## config.mk

```make
export PLATFORM = sky130hd
export DESIGN_NAME = led_shift_ctrl
export DESIGN_NICKNAME = d
export VERILOG_FILES = /design/src/rtl/led_shift_ctrl_pkg.sv /design/src/rtl/led_shift_ctrl_step_timer.sv /design/src/rtl/led_shift_ctrl.sv
export SDC_FILE = /design/constraint.sdc
export NUM_CORES = 1
export LEC_CHECK = 0
export CAP_MARGIN = 0
export CORE_AREA = 2 2 70 105
export DETAILED_ROUTE_END_ITERATION = 10
export DIE_AREA = 0 0 72 107
export PLACE_DENSITY = 0.77
export SYNTH_ARGS = -nofsm -noshare
export SYNTH_HDL_FRONTEND = slang
export SYNTH_HIERARCHICAL = 1
export SYNTH_SLANG_ARGS = --single-unit
```

## constraint.sdc

```tcl
create_clock -name clk_in -period 11.34 [get_ports clk_in]
set_clock_uncertainty 0.05 [all_clocks]
set_input_delay 2.268 -clock clk_in [delete_from_list [all_inputs] [get_ports clk_in]]
set_output_delay 2.268 -clock clk_in [all_outputs]
set_load 0.05 [all_outputs]
```

## src/rtl/led_shift_ctrl_pkg.sv

```systemverilog
// ------------------------------------------------------------------
// led_shift_ctrl_pkg : shared codes and seed constants for led_shift_ctrl
// rev 1.0
// ------------------------------------------------------------------
`default_nettype none

package led_shift_ctrl_pkg;

   typedef enum logic [1:0] {
      ST_LOAD  = 2'b00,
      ST_RUN   = 2'b01,
      ST_PAUSE = 2'b10
   } state_t;

   typedef enum logic [1:0] {
      ROT_L    = 2'b00,
      ROT_R    = 2'b01,
      PINGPONG = 2'b10,
      BLINK    = 2'b11
   } mode_t;

   typedef enum logic [1:0] {
      NORM = 2'b00,
      FAST = 2'b01,
      SLOW = 2'b10,
      HOLD = 2'b11
   } speed_t;

   localparam logic [7:0] SEED_LO  = 8'h01;
   localparam logic [7:0] SEED_HI  = 8'h80;
   localparam logic [7:0] SEED_ALL = 8'hFF;

   function automatic logic [7:0] seed_for(input mode_t mode);
      logic [7:0] seed;
      case (mode)
         ROT_R:   seed = SEED_HI;
         BLINK:   seed = SEED_ALL;
         default: seed = SEED_LO;
      endcase
      return seed;
   endfunction

endpackage

`default_nettype wire

```

## src/rtl/led_shift_ctrl_step_timer.sv

```systemverilog
// ------------------------------------------------------------------
// step_timer : 32-bit period counter emitting a one-cycle wrap pulse
// rev 1.0
// ------------------------------------------------------------------
`default_nettype none

module step_timer (
   input  logic        clk_in,
   input  logic        rst,
   input  logic [31:0] period,
   input  logic        run,
   input  logic        clear,
   output logic        wrap
);

   logic [31:0] r_cnt;
   logic        w_last;

   // >= keeps the counter from running away if period ever shrinks under it
   assign w_last = (r_cnt >= (period - 32'd1));
   assign wrap   = run && !clear && w_last;

   always_ff @(posedge clk_in) begin
      if (rst || clear) begin
         r_cnt <= 32'd0;
      end else if (run) begin
         r_cnt <= w_last ? 32'd0 : (r_cnt + 32'd1);
      end
   end

endmodule

`default_nettype wire

```

## src/rtl/led_shift_ctrl.sv

```systemverilog
// ------------------------------------------------------------------
// led_shift_ctrl : switch-selected LED rotate/ping-pong/blink sequencer
// rev 1.0
// ------------------------------------------------------------------
`default_nettype none

module led_shift_ctrl
   import led_shift_ctrl_pkg::*;
#(
   parameter int unsigned BASE_DIV = 12_500_000,
   parameter int unsigned LED_W    = 8
) (
   input  logic             clk_in,
   input  logic             rst,
   input  logic [3:0]       sw,
   output logic [LED_W-1:0] led,
   output logic             step,
   output logic [1:0]       state_o
);

   localparam logic [31:0] P_NORM = 32'(BASE_DIV);
   localparam logic [31:0] P_FAST = ((BASE_DIV / 2) < 1) ? 32'd1 : 32'(BASE_DIV / 2);
   localparam logic [31:0] P_SLOW = 32'(BASE_DIV) * 32'd2;

   logic [3:0]       r_sw_meta;
   logic [3:0]       r_sw_s;
   logic [3:0]       r_sw_prev;
   state_t           r_state;
   state_t           w_next_state;
   logic [LED_W-1:0] r_led;
   logic             r_dir_left;
   logic             r_step;

   mode_t            w_mode;
   speed_t           w_speed;
   logic             w_mode_chg;
   logic             w_spd_chg;
   logic [31:0]      w_period;
   logic             w_run;
   logic             w_clear;
   logic             w_wrap;
   logic [LED_W-1:0] w_led_step;
   logic             w_dir_step;

   always_ff @(posedge clk_in) begin
      if (rst) begin
         r_sw_meta <= 4'd0;
         r_sw_s    <= 4'd0;
         r_sw_prev <= 4'd0;
      end else begin
         r_sw_meta <= sw;
         r_sw_s    <= r_sw_meta;
         r_sw_prev <= r_sw_s;
      end
   end

   assign w_mode     = mode_t'(r_sw_s[1:0]);
   assign w_speed    = speed_t'(r_sw_s[3:2]);
   assign w_mode_chg = (r_sw_s[1:0] != r_sw_prev[1:0]);
   assign w_spd_chg  = (r_sw_s[3:2] != r_sw_prev[3:2]);

   always_ff @(posedge clk_in) begin
      if (rst) begin
         r_state <= ST_LOAD;
      end else begin
         r_state <= w_next_state;
      end
   end

   // A mode change outranks everything, including a pending step wrap
   always_comb begin
      w_next_state = ST_LOAD;
      if (!w_mode_chg) begin
         case (r_state)
            ST_LOAD, ST_RUN: w_next_state = (w_speed == HOLD) ? ST_PAUSE : ST_RUN;
            ST_PAUSE:        w_next_state = (w_speed == HOLD) ? ST_PAUSE : ST_RUN;
            default:         w_next_state = ST_LOAD;
         endcase
      end
   end

   always_comb begin
      w_period = P_NORM;
      case (w_speed)
         FAST:    w_period = P_FAST;
         SLOW:    w_period = P_SLOW;
         default: w_period = P_NORM;
      endcase
   end

   // Any switch change restarts the period; PAUSE simply stops counting
   assign w_run   = (r_state == ST_RUN);
   assign w_clear = (r_state == ST_LOAD) || w_mode_chg || w_spd_chg;

   step_timer u_step_timer (
      .clk_in (clk_in),
      .rst    (rst),
      .period (w_period),
      .run    (w_run),
      .clear  (w_clear),
      .wrap   (w_wrap)
   );

   always_comb begin
      w_led_step = r_led;
      w_dir_step = r_dir_left;
      case (w_mode)
         ROT_L: w_led_step = {r_led[LED_W-2:0], r_led[LED_W-1]};
         ROT_R: w_led_step = {r_led[0], r_led[LED_W-1:1]};
         PINGPONG: begin
            if (r_dir_left) begin
               if (r_led == LED_W'(SEED_HI)) begin
                  w_led_step = r_led >> 1;
                  w_dir_step = 1'b0;
               end else begin
                  w_led_step = r_led << 1;
               end
            end else begin
               if (r_led == LED_W'(SEED_LO)) begin
                  w_led_step = r_led << 1;
                  w_dir_step = 1'b1;
               end else begin
                  w_led_step = r_led >> 1;
               end
            end
         end
         BLINK: w_led_step = ~r_led;
         default: w_led_step = r_led;
      endcase
   end

   always_ff @(posedge clk_in) begin
      if (rst) begin
         r_led      <= '0;
         r_dir_left <= 1'b1;
         r_step     <= 1'b0;
      end else begin
         r_step <= w_wrap;
         if (r_state == ST_LOAD) begin
            r_led      <= LED_W'(seed_for(w_mode));
            r_dir_left <= 1'b1;
         end else if (w_wrap) begin
            r_led      <= w_led_step;
            r_dir_left <= w_dir_step;
         end
      end
   end

   assign led     = r_led;
   assign step    = r_step;
   assign state_o = r_state;

endmodule

`default_nettype wire

```

After elaboration in Yosys (flattened, before gate mapping)
Index checks and enable logic that the tools add are counted.
- bits in registers: 56
- latch bits: 0
- bits in writable memories: 0
- bits in read-only memories: 0
- logic and storage cells: 51
- memories kept: 0
- add/subtract/negate cells: 2
- $mul: 0
- div/mod/pow operators: 0
- order comparisons: 1
- equality and inequality tests: 12
- shift operators: 0
- mux-type cells: 13
- bitwise logic cells: 2
- reductions and logical operators: 13
- operators by type and width (operator ; number):
    one-hot mux 25 bit (2 select lines) ; 1
    2-to-1 mux 8 bit ; 5
    adder 32 x 1 -> 32 bit, second input constant ; 1
    greater-or-equal comparator 32 bit ; 1
    2-to-1 mux 32 bit ; 1
    one-hot mux 8 bit (4 select lines) ; 1
    subtractor 25 x 1 -> 26 bit, second input constant ; 1
    one-hot mux 8 bit (2 select lines) ; 1
    equality test 2 bit, second input constant ; 5
    equality test 8 x 1 -> 1 bit, second input constant ; 1
    equality test 8 bit, second input constant ; 1
    NOT 8 bit ; 1
    equality test 2 x 1 -> 1 bit, second input constant ; 3
    OR reduction 3 bit ; 2
    zero test 2 bit ; 2
    inequality test 2 bit ; 2
    logical OR 1 bit ; 3
    2-to-1 mux 1 bit ; 3
    logical AND 1 bit ; 2
    2-to-1 mux 2 bit ; 1
    AND reduction 2 bit ; 1
    nonzero test 2 bit ; 1
    OR reduction 2 bit ; 1
    zero test 1 bit ; 1
    NOT 1 bit ; 1

Longest topological paths before layout
Gate-level depths: netlist of run 1.
- depth in word-level cells: 8
- depth in mapped cells: 21

By module
Netlist of run 1, hierarchy kept.
- modules (own cells, without submodules) (module ; times used ; cells an instance ; area an instance (um^2) ; sequential area each (um^2)):
    step_timer ; 1 ; 327 ; 2665.1 ; 640.6
    led_shift_ctrl ; 1 ; 145 ; 1270.0 ; 480.5

Worst setup path after synthesis of run 1
OpenSTA, ideal clock, no wires.
- path kind: reg-to-reg
- start: register r_sw_s[2]
- end: register r_led[5] (netlist: led[5])
- data arrival time: 3.590 ns
- required time: 11.207 ns
- setup slack: 7.618 ns
- stages on the path, launching flop included: 18
- buffers on the path: 1
- period minus slack after synthesis: 3.722 ns
- path through: dfxtp_1 > inv_1 > ha_1 > or3_1 > or4_1 > o21ai_0 > and2_1 > ha_1 > o21ai_0 > o21ai_0 > o211ai_1 > o211a_1 > o21ai_0 > nor2b_1 > buf_2 > nand2b_1 > or3_2 > o221ai_1
- word-level cells in the longest chain between the ends: 6
- elaborated cells between the ends (all ways): 11
- classes of those cells: add/sub (1); order compare (1); eq/ne (3); mux (1); reduce/logical (5)
- RTL lines (element ; RTL line ; text):
    start, declared ; led_shift_ctrl.sv:26 ; logic [3:0] r_sw_s;
    start signal, assigned ; led_shift_ctrl.sv:52 ; r_sw_s <= r_sw_meta;
    equality test 2 bit or equality test 2 x 1 -> 1 bit (tied branches) ; led_shift_ctrl.sv:84 ; case (w_speed)
    one-hot mux 25 bit (2 select lines) (*) ; led_shift_ctrl.sv:84 ;
    net w_period[15] ; led_shift_ctrl.sv:38 ; logic [31:0] w_period;
    subtractor 25 x 1 -> 26 bit (*) ; led_shift_ctrl_step_timer.sv:20 ; assign w_last = (r_cnt >= (period - 32'd1));
    greater-or-equal comparator 32 bit (*) ; led_shift_ctrl_step_timer.sv:20 ;
    logical AND 1 bit (*) ; led_shift_ctrl_step_timer.sv:21 ; assign wrap = run && !clear && w_last;
    net w_wrap ; led_shift_ctrl.sv:41 ; logic w_wrap;
    nonzero test 2 bit (no line) (*) ; n/a ;
    end signal, assigned ; led_shift_ctrl.sv:140 ; r_led <= LED_W'(seed_for(w_mode));
    end signal, assigned ; led_shift_ctrl.sv:143 ; r_led <= w_led_step;
    end, declared ; led_shift_ctrl.sv:30 ; logic [LED_W-1:0] r_led;
The timed path passes the listed nets; every way through them passes the cells marked *.
A chain may end at the register's enable or synchronous reset.

Worst setup path in the final report of run 1
- start: register r_sw_s[2]
- end: register r_led[6] (netlist: led[6])
Same word-level chain as after synthesis.

==> results.rst, run 1 <==
.. list-table::
   :header-rows: 1

   * - Metric
     - Value
   * - Die Width
     - 72 um
   * - Cell chosen for the clock root
     - clkbuf_8
   * - WL final
     - 8384 um
   * - Post-CTS clock slew at the launch and capture registers of the worst setup and hold paths
     - 0.10 ns
   * - Met3 layer usage reported by global route
     - 0.02820
   * - Critical path data arrival time
     - 4.73 ns
   * - Flip-flop and latch count after synthesis
     - 56
   * - Standby leakage power
     - 0.001684 uW
   * - IR drop worst, VDD
     - 67.96 uV
   * - Via count of the first global-routing pass
     - 3399
   * - Cell accounting for the most synthesized area
     - dfxtp_1
   * - Period Utilization, post-route
     - 0.4046
   * - Total number of vias
     - 3431
   * - Max Transition Viols Final
     - 0
   * - Worst hold-check slack
     - 0.4066 ns
   * - Max-cap violations
     - 0
   * - Outcome
     - finished, final reports clean
   * - Unrepaired setup endpoints after global routing
     - false
   * - Routed length per instance
     - 13.77 um
   * - 1st-iter DRT viols
     - 138
   * - All-layer global routing usage
     - 0.2369
   * - Placed cells
     - 601
   * - Share of the synthesized area in the top cell type
     - 0.2849
   * - Count of endpoints failing hold in the final timing report
     - 0
   * - Power density over the cells
     - 87.41 nW/um^2
   * - Post-CTS Setup Repair Bufs
     - 0
   * - Deepest level of the CTS H-tree
     - 2
   * - Residual overflow from global routing
     - 0
   * - Vertical die dimension
     - 107 um
   * - Transition time at the pin with the least slew margin
     - 0.9887 ns
   * - Leading cell types in the layout, fill and taps excluded
     - nor2_1 (68), dfxtp_1 (56), conb_1 (51)
   * - Worst-skew pair later-pin latency
     - 0.31 ns
   * - Global routing usage on met2
     - 0.4563
   * - Post-layout min period
     - 4.588 ns
   * - CTS tree
     - yes
   * - Delay of the slowest critical-path stage
     - 0.65 ns
   * - Final net count
     - 575
   * - Count of nets left with antenna violations after detail routing
     - 0
   * - Core area
     - 6805 sq um
   * - Final weighted congestion in routability-driven placement
     - 0.8883
   * - Standard cell with the maximum stage delay on the critical path
     - nor2b_1
   * - Non-filler instance count after layout
     - 609
   * - Buffers added on ports
     - 16
   * - Antenna Diode Count
     - 0
   * - Most heavily used metal layer in global routing
     - met2
   * - Standard-cell row count
     - 37
   * - Maximum net fanout on the critical path
     - 12
   * - Flop2flop setup slack
     - 6.75 ns
   * - Worst Setup Start Kind
     - flop
   * - Worst path most repeated cell
     - o21ai_0
   * - Netlist area before placement
     - 3935 sq um
   * - Warnings, synthesis
     - 6
   * - Area Overhead vs Synth
     - 12.43%
   * - Maximum number of pins on one net before global-route repair
     - 30
   * - Initial antenna violation count
     - 0
   * - Number of clock buffers inserted by TritonCTS
     - 5
   * - Overall power of the completed layout
     - 386.7 uW
   * - Ratio of cells with drive above 1 in the final layout
     - 0.05273
   * - Detailed Place HPWL
     - 6482 um
   * - Total number of clock tree sinks
     - 56
   * - PostCTS Resize Cnt
     - 0
   * - Hold buffer count at cts
     - 0
   * - Achievable frequency
     - 218.0 MHz
   * - Number of iterations in the first detailed-routing pass
     - 5
   * - Number of remaining DRC errors
     - 0
   * - Average instance area after synthesis
     - 8.337 sq um
   * - Full die area
     - 7704 sq um
   * - Met1 capacity usage during global routing
     - 0.2574
   * - Number of vias per cell after detailed routing
     - 5.634
   * - Synth unique cells
     - 62
   * - EDFF count, synth
     - 0
   * - Number of buffers on the longest clock path
     - 2
   * - Share of synthesized area occupied by flip-flops and latches
     - 0.2849
   * - Setup TNS
     - 0 ns
   * - Kind of critical path
     - reg -> reg
   * - Most instantiated flip-flop cell in the synthesis netlist
     - dfxtp_1
   * - Total I/O pin count
     - 17
   * - Initial standard-cell utilization of the core
     - 0.5782
   * - Worst slew margin
     - 0.3354
   * - Crit path required time
     - 11.48 ns
   * - First-pass GRT wire length
     - 14870 um
   * - Ordered cell list for the critical path
     - inv_1, ha_1, or3_1, or4_1, o21ai_0, and2_1, ha_1, o21ai_0, o21ai_0, o211ai_1, o211a_1, o21ai_0, nor2b_1, nor2_1, a2111oi_0, a2111oi_1
   * - Leading cell type in the layout, fill and taps excluded
     - nor2_1
   * - Top post-synthesis cells by area
     - dfxtp_1 (28%), ha_1 (12%), xnor2_1 (8.7%)
   * - Total of endpoints with negative setup slack in the final report
     - 0
   * - Synthesized netlist cell count
     - 472
   * - Kind of end point of the critical path
     - flop
   * - FFs w/ async S/R, synth
     - 0
   * - Worst min-delay path category
     - reg -> reg
==> per-stage QoR <==
step           setup slack [ns]  utilization  area (sq um)
2_1_floorplan             7.618            -          4119
3_3_place_gp              6.955       0.6338          4313
3_5_place_dp              6.826       0.6338          4313
4_1_cts                   6.799       0.6501          4424
5_1_grt                   6.345       0.6501          4424
6_report                  6.752       0.6501          4424
==> metal layers <==
metal  part of all wire  wire length, um
met1               0.41             3467
met2               0.53             4469
met3              0.029              243
met4              0.024              202
met5                  0                0
==> layout make-up <==
cell class | count | area (sq um)
Clock inverter | 3 | 42.54
Timing Repair Buffer | 17 | 167.7
Inverter | 14 | 52.55
Sequential cell | 56 | 1121
Clock buffer | 5 | 68.82
Fill cell | 604 | 2381
Multi-Input combinational cell | 436 | 2874
Tap cell | 78 | 97.59
==> cell families after synthesis <==
kind of cell    after synthesis  share of synthesized area
simple gates                208                     0.2859
compound gates               73                     0.1259
xor+xnor                     61                     0.1358
flops                        56                     0.2849
fa+ha+maj                    39                     0.1240
buf+inv                      29                    0.03148
mux                           4                    0.01018
other cells                   2                   0.001909
==> state kept, by name, indices dropped and copies added, names as in the netlist <==
register	flops
step	1
r_sw_s	4
state_o	2
r_dir_left	1
r_sw_prev	4
led	8
u_step_timer/r_cnt	32
r_sw_meta	4
==> final timing paths <==
path                           to               startpoint  cells past startpoint
max           led[6]$_SDFFE_PP0P_     r_sw_s[2]$_SDFF_PP0_                     16
min          r_sw_s[3]$_SDFF_PP0_  r_sw_meta[3]$_SDFF_PP0_                      1
max reg2reg   led[6]$_SDFFE_PP0P_     r_sw_s[2]$_SDFF_PP0_                     16
min reg2reg  r_sw_s[3]$_SDFF_PP0_  r_sw_meta[3]$_SDFF_PP0_                      1
==> synthesized netlist by cell type, types with 2 or more instances <==
master and number:
nand3_1 14, o21a_1 2, o211ai_1 2, or4_1 2, a21oi_1 21, and3b_2 2, xor2_1 22, o2111ai_1 3
o21ai_0 14, and2_1 2, nand4_1 15, mux2i_1 4, nor2_1 68, inv_1 14, or3_1 9, nor4_1 3
clkbuf_1 7, ha_1 39, nor2b_1 14, a211oi_1 5, nand2_1 25, dfxtp_1 56, xnor2_1 39, or3_4 2
nor3_1 17, buf_2 6, conb_1 2, o221ai_1 6, a21o_1 3, and3_1 12, nand2b_1 3, a2bb2oi_1 4
or2_2 2, and4_1 2, nor4_2 4
==> worst max-delay path, delay by kind of cell (launching register included) <==
family	cells	cell delay, ns
buffers and inverters	1	0.11
adders and majority gates	2	0.57
AOI/OAI and AO/OA	8	1.42
DFF	1	0.43
and+or+nand+nor	5	1.89
==> power breakdown <==
part / total [uW] / internal [uW] / switching (uW)
Sequential: 205 / 200 / 4.82
Combinational: 50.6 / 19.7 / 31.0
Clock: 132 / 65.5 / 66.1
No activity file was read; power rests on OpenSTA's default activity.
==> inputs of run 2 (changes only) <==
Settings changed: CORE_AREA 2 2 70 105 to 2 2 73 109, DIE_AREA 0 0 72 107 to 0 0 75 111, PLACE_DENSITY 0.77 to 0.74.
Clock period 11.34 ns to 4.2 ns, I/O delays scaled along.
==> results.rst, run 2 (synthesis results as in run 1) <==
.. list-table::
   :header-rows: 1

   * - Metric
     - Value
   * - Outcome
     - finished, final reports clean
   * - Worst slew margin
     - 0.4284
   * - Cells on worst reg2reg path
     - 16
   * - Full die area
     - 8325 sq um
   * - Period Utilization, post-route
     - 0.9223
   * - Buffers added on ports
     - 16
   * - Maximum net fanout on the critical path
     - 6
   * - Cell area after placement
     - 4403 sq um
   * - Post-CTS clock slew at the launch and capture registers of the worst setup and hold paths
     - 0.07 ns
   * - Number of flip-flops in the largest register
     - 32
   * - Transition time at the pin with the least slew margin
     - 0.8547 ns
   * - Initial standard-cell utilization of the core
     - 0.5271
   * - Maximum number of pins on one net before global-route repair
     - 30
   * - Leading cell types in the layout, fill and taps excluded
     - nor2_1 (68), dfxtp_1 (55), conb_1 (51)
   * - Kind of end point of the critical path
     - flop
   * - Post-Place Setup Slack
     - 0.1103 ns
   * - Standby leakage power
     - 0.001759 uW
   * - Layout Utilization
     - 0.6162
   * - Worst-skew pair later-pin latency
     - 0.30 ns
   * - IR drop worst, VDD
     - 230.7 uV
   * - Initial antenna violation count
     - 0
   * - Count of endpoints failing hold in the final timing report
     - 0
   * - Ordered cell list for the critical path
     - inv_1, ha_1, or3_1, or4_1, o21ai_0, and2_1, ha_1, o21ai_0, o21ai_0, o211ai_1, o211a_1, o21ai_0, nor2b_4, or3b_2, a21oi_1, a2111oi_2
   * - Residual overflow from global routing
     - 0
   * - Worst path most repeated cell
     - o21ai_0
   * - Non-filler instance count after layout
     - 640
   * - Core area
     - 7466 sq um
   * - Total I/O pin count
     - 17
   * - Total number of clock tree sinks
     - 56
   * - Setup TNS
     - 0 ns
   * - CTS tree
     - yes
   * - First-pass GRT wire length
     - 15250 um
   * - Achievable frequency
     - 258.1 MHz
   * - Worst min-delay path category
     - reg -> reg
   * - Standard-cell row count
     - 39
   * - Crit path required time
     - 4.33 ns
   * - Max Transition Viols Final
     - 0
   * - Placed cells
     - 633
   * - Critical path data arrival time
     - 4.00 ns
   * - Routed length per instance
     - 13.59 um
   * - Detailed Place HPWL
     - 6840 um
   * - Antenna Diode Count
     - 0
   * - Post-layout min period
     - 3.874 ns
   * - Family with the most delay on the worst path
     - simple AND/OR/NAND/NOR gates
   * - Number of iterations in the first detailed-routing pass
     - 4
   * - Number of remaining DRC errors
     - 0
   * - Count of nets left with antenna violations after detail routing
     - 0
   * - Worst Setup Start Kind
     - flop
   * - All-layer global routing usage
     - 0.2310
   * - Leading cell type in the layout, fill and taps excluded
     - nor2_1
   * - Area Overhead vs Synth
     - 16.92%
   * - Standard cell with the maximum stage delay on the critical path
     - or3b_2
   * - 1st-iter DRT viols
     - 125
   * - Final net count
     - 583
   * - Number of cells on the worst hold path
     - 1
   * - Worst setup slack after layout
     - 0.3263 ns
   * - PostCTS Resize Cnt
     - 0
   * - Ratio of cells with drive above 1 in the final layout
     - 0.07063
   * - Hold buffer count at cts
     - 0
   * - Die Width
     - 75 um
   * - Total number of vias
     - 3467
   * - Vertical die dimension
     - 111 um
   * - Cell chosen for the clock root
     - clkbuf_16
   * - Kind of critical path
     - reg -> reg
   * - Worst path depth
     - 16
   * - Final weighted congestion in routability-driven placement
     - 0.8204
   * - Deepest level of the CTS H-tree
     - 2
   * - Via count of the first global-routing pass
     - 3484
   * - Max-cap violations
     - 0
   * - Unrepaired setup endpoints after global routing
     - false
   * - WL final
     - 8700 um
   * - Register name with the most flops
     - u_step_timer/r_cnt
   * - Buffers and inverters on the worst path
     - 1
   * - Final design instance area without fill
     - 4601 sq um
   * - Post-CTS Setup Repair Bufs
     - 0
   * - Number of vias per cell after detailed routing
     - 5.417
   * - Fill cell total of the finished layout
     - 679
   * - Power density over the cells
     - 267.5 nW/um^2
   * - Delay of the slowest critical-path stage
     - 0.46 ns
   * - Number of clock buffers inserted by TritonCTS
     - 5
   * - Total of endpoints with negative setup slack in the final report
     - 0
   * - Number of buffers on the longest clock path
     - 2
-- run 2: cell types whose count changed in the layout (fill, tap and decap cells not counted), sizes merged --
cell / delta
clkinvlp: -1
clkinv: -1
bufinv: +1
buf: +8
-- run 2: power by group --
part           total, uW  internal [uW]  switching (uW)
Sequential           551            539            11.6
Clock                535            339             196
Combinational        145           57.4            87.8
-- run 2: layout make-up --
cell class | instances | area (sq um) | share of cell area
clock buffer | 5 | 125.1 | 0.02720
clock inverter | 2 | 60.06 | 0.01305
inverter | 14 | 52.55 | 0.01142
multi-input combinational | 436 | 2885 | 0.6271
sequential | 56 | 1122 | 0.2439
tap | 102 | 127.6 | 0.02774
timing repair buffer | 25 | 227.7 | 0.04950
-- run 2: routing by layer --
metal / part of all wire / up-vias / global-route usage
met4: 0.032 / 0 / 0.1024
met2: 0.54 / 65 / 0.4222
met5: 0 / - / 0
met1: 0.40 / 1625 / 0.2455
met3: 0.029 / 20 / 0.03909
li1: - / 1757 / -
-- run 2: path summary, 6_finish.rpt --
kind	start	end	slack, ns
worst max-delay path	r_sw_s[2]$_SDFF_PP0_	led[1]$_SDFFE_PP0P_	0.33
worst min-delay path	r_sw_meta[2]$_SDFF_PP0_	r_sw_s[2]$_SDFF_PP0_	0.40
worst max register to register	r_sw_s[2]$_SDFF_PP0_	led[1]$_SDFFE_PP0P_	0.33
worst min register to register	r_sw_meta[2]$_SDFF_PP0_	r_sw_s[2]$_SDFF_PP0_	0.40
-- run 2: metrics by stage --
stage | total power, uW | hold WS, ns
floorplan | 667.5 | 0.3638
global placement | 701.4 | 0.3719
CTS | 1239 | 0.4074
global route | 1279 | 0.4165
finish | 1231 | 0.4010
detailed placement | 704.4 | 0.3920
==> inputs of run 3 (changes only) <==
Settings changed: CTS_CLUSTER_DIAMETER set to 200.
==> results of run 3 <==
Final layout, timing and power as in run 2 (identical DEF).
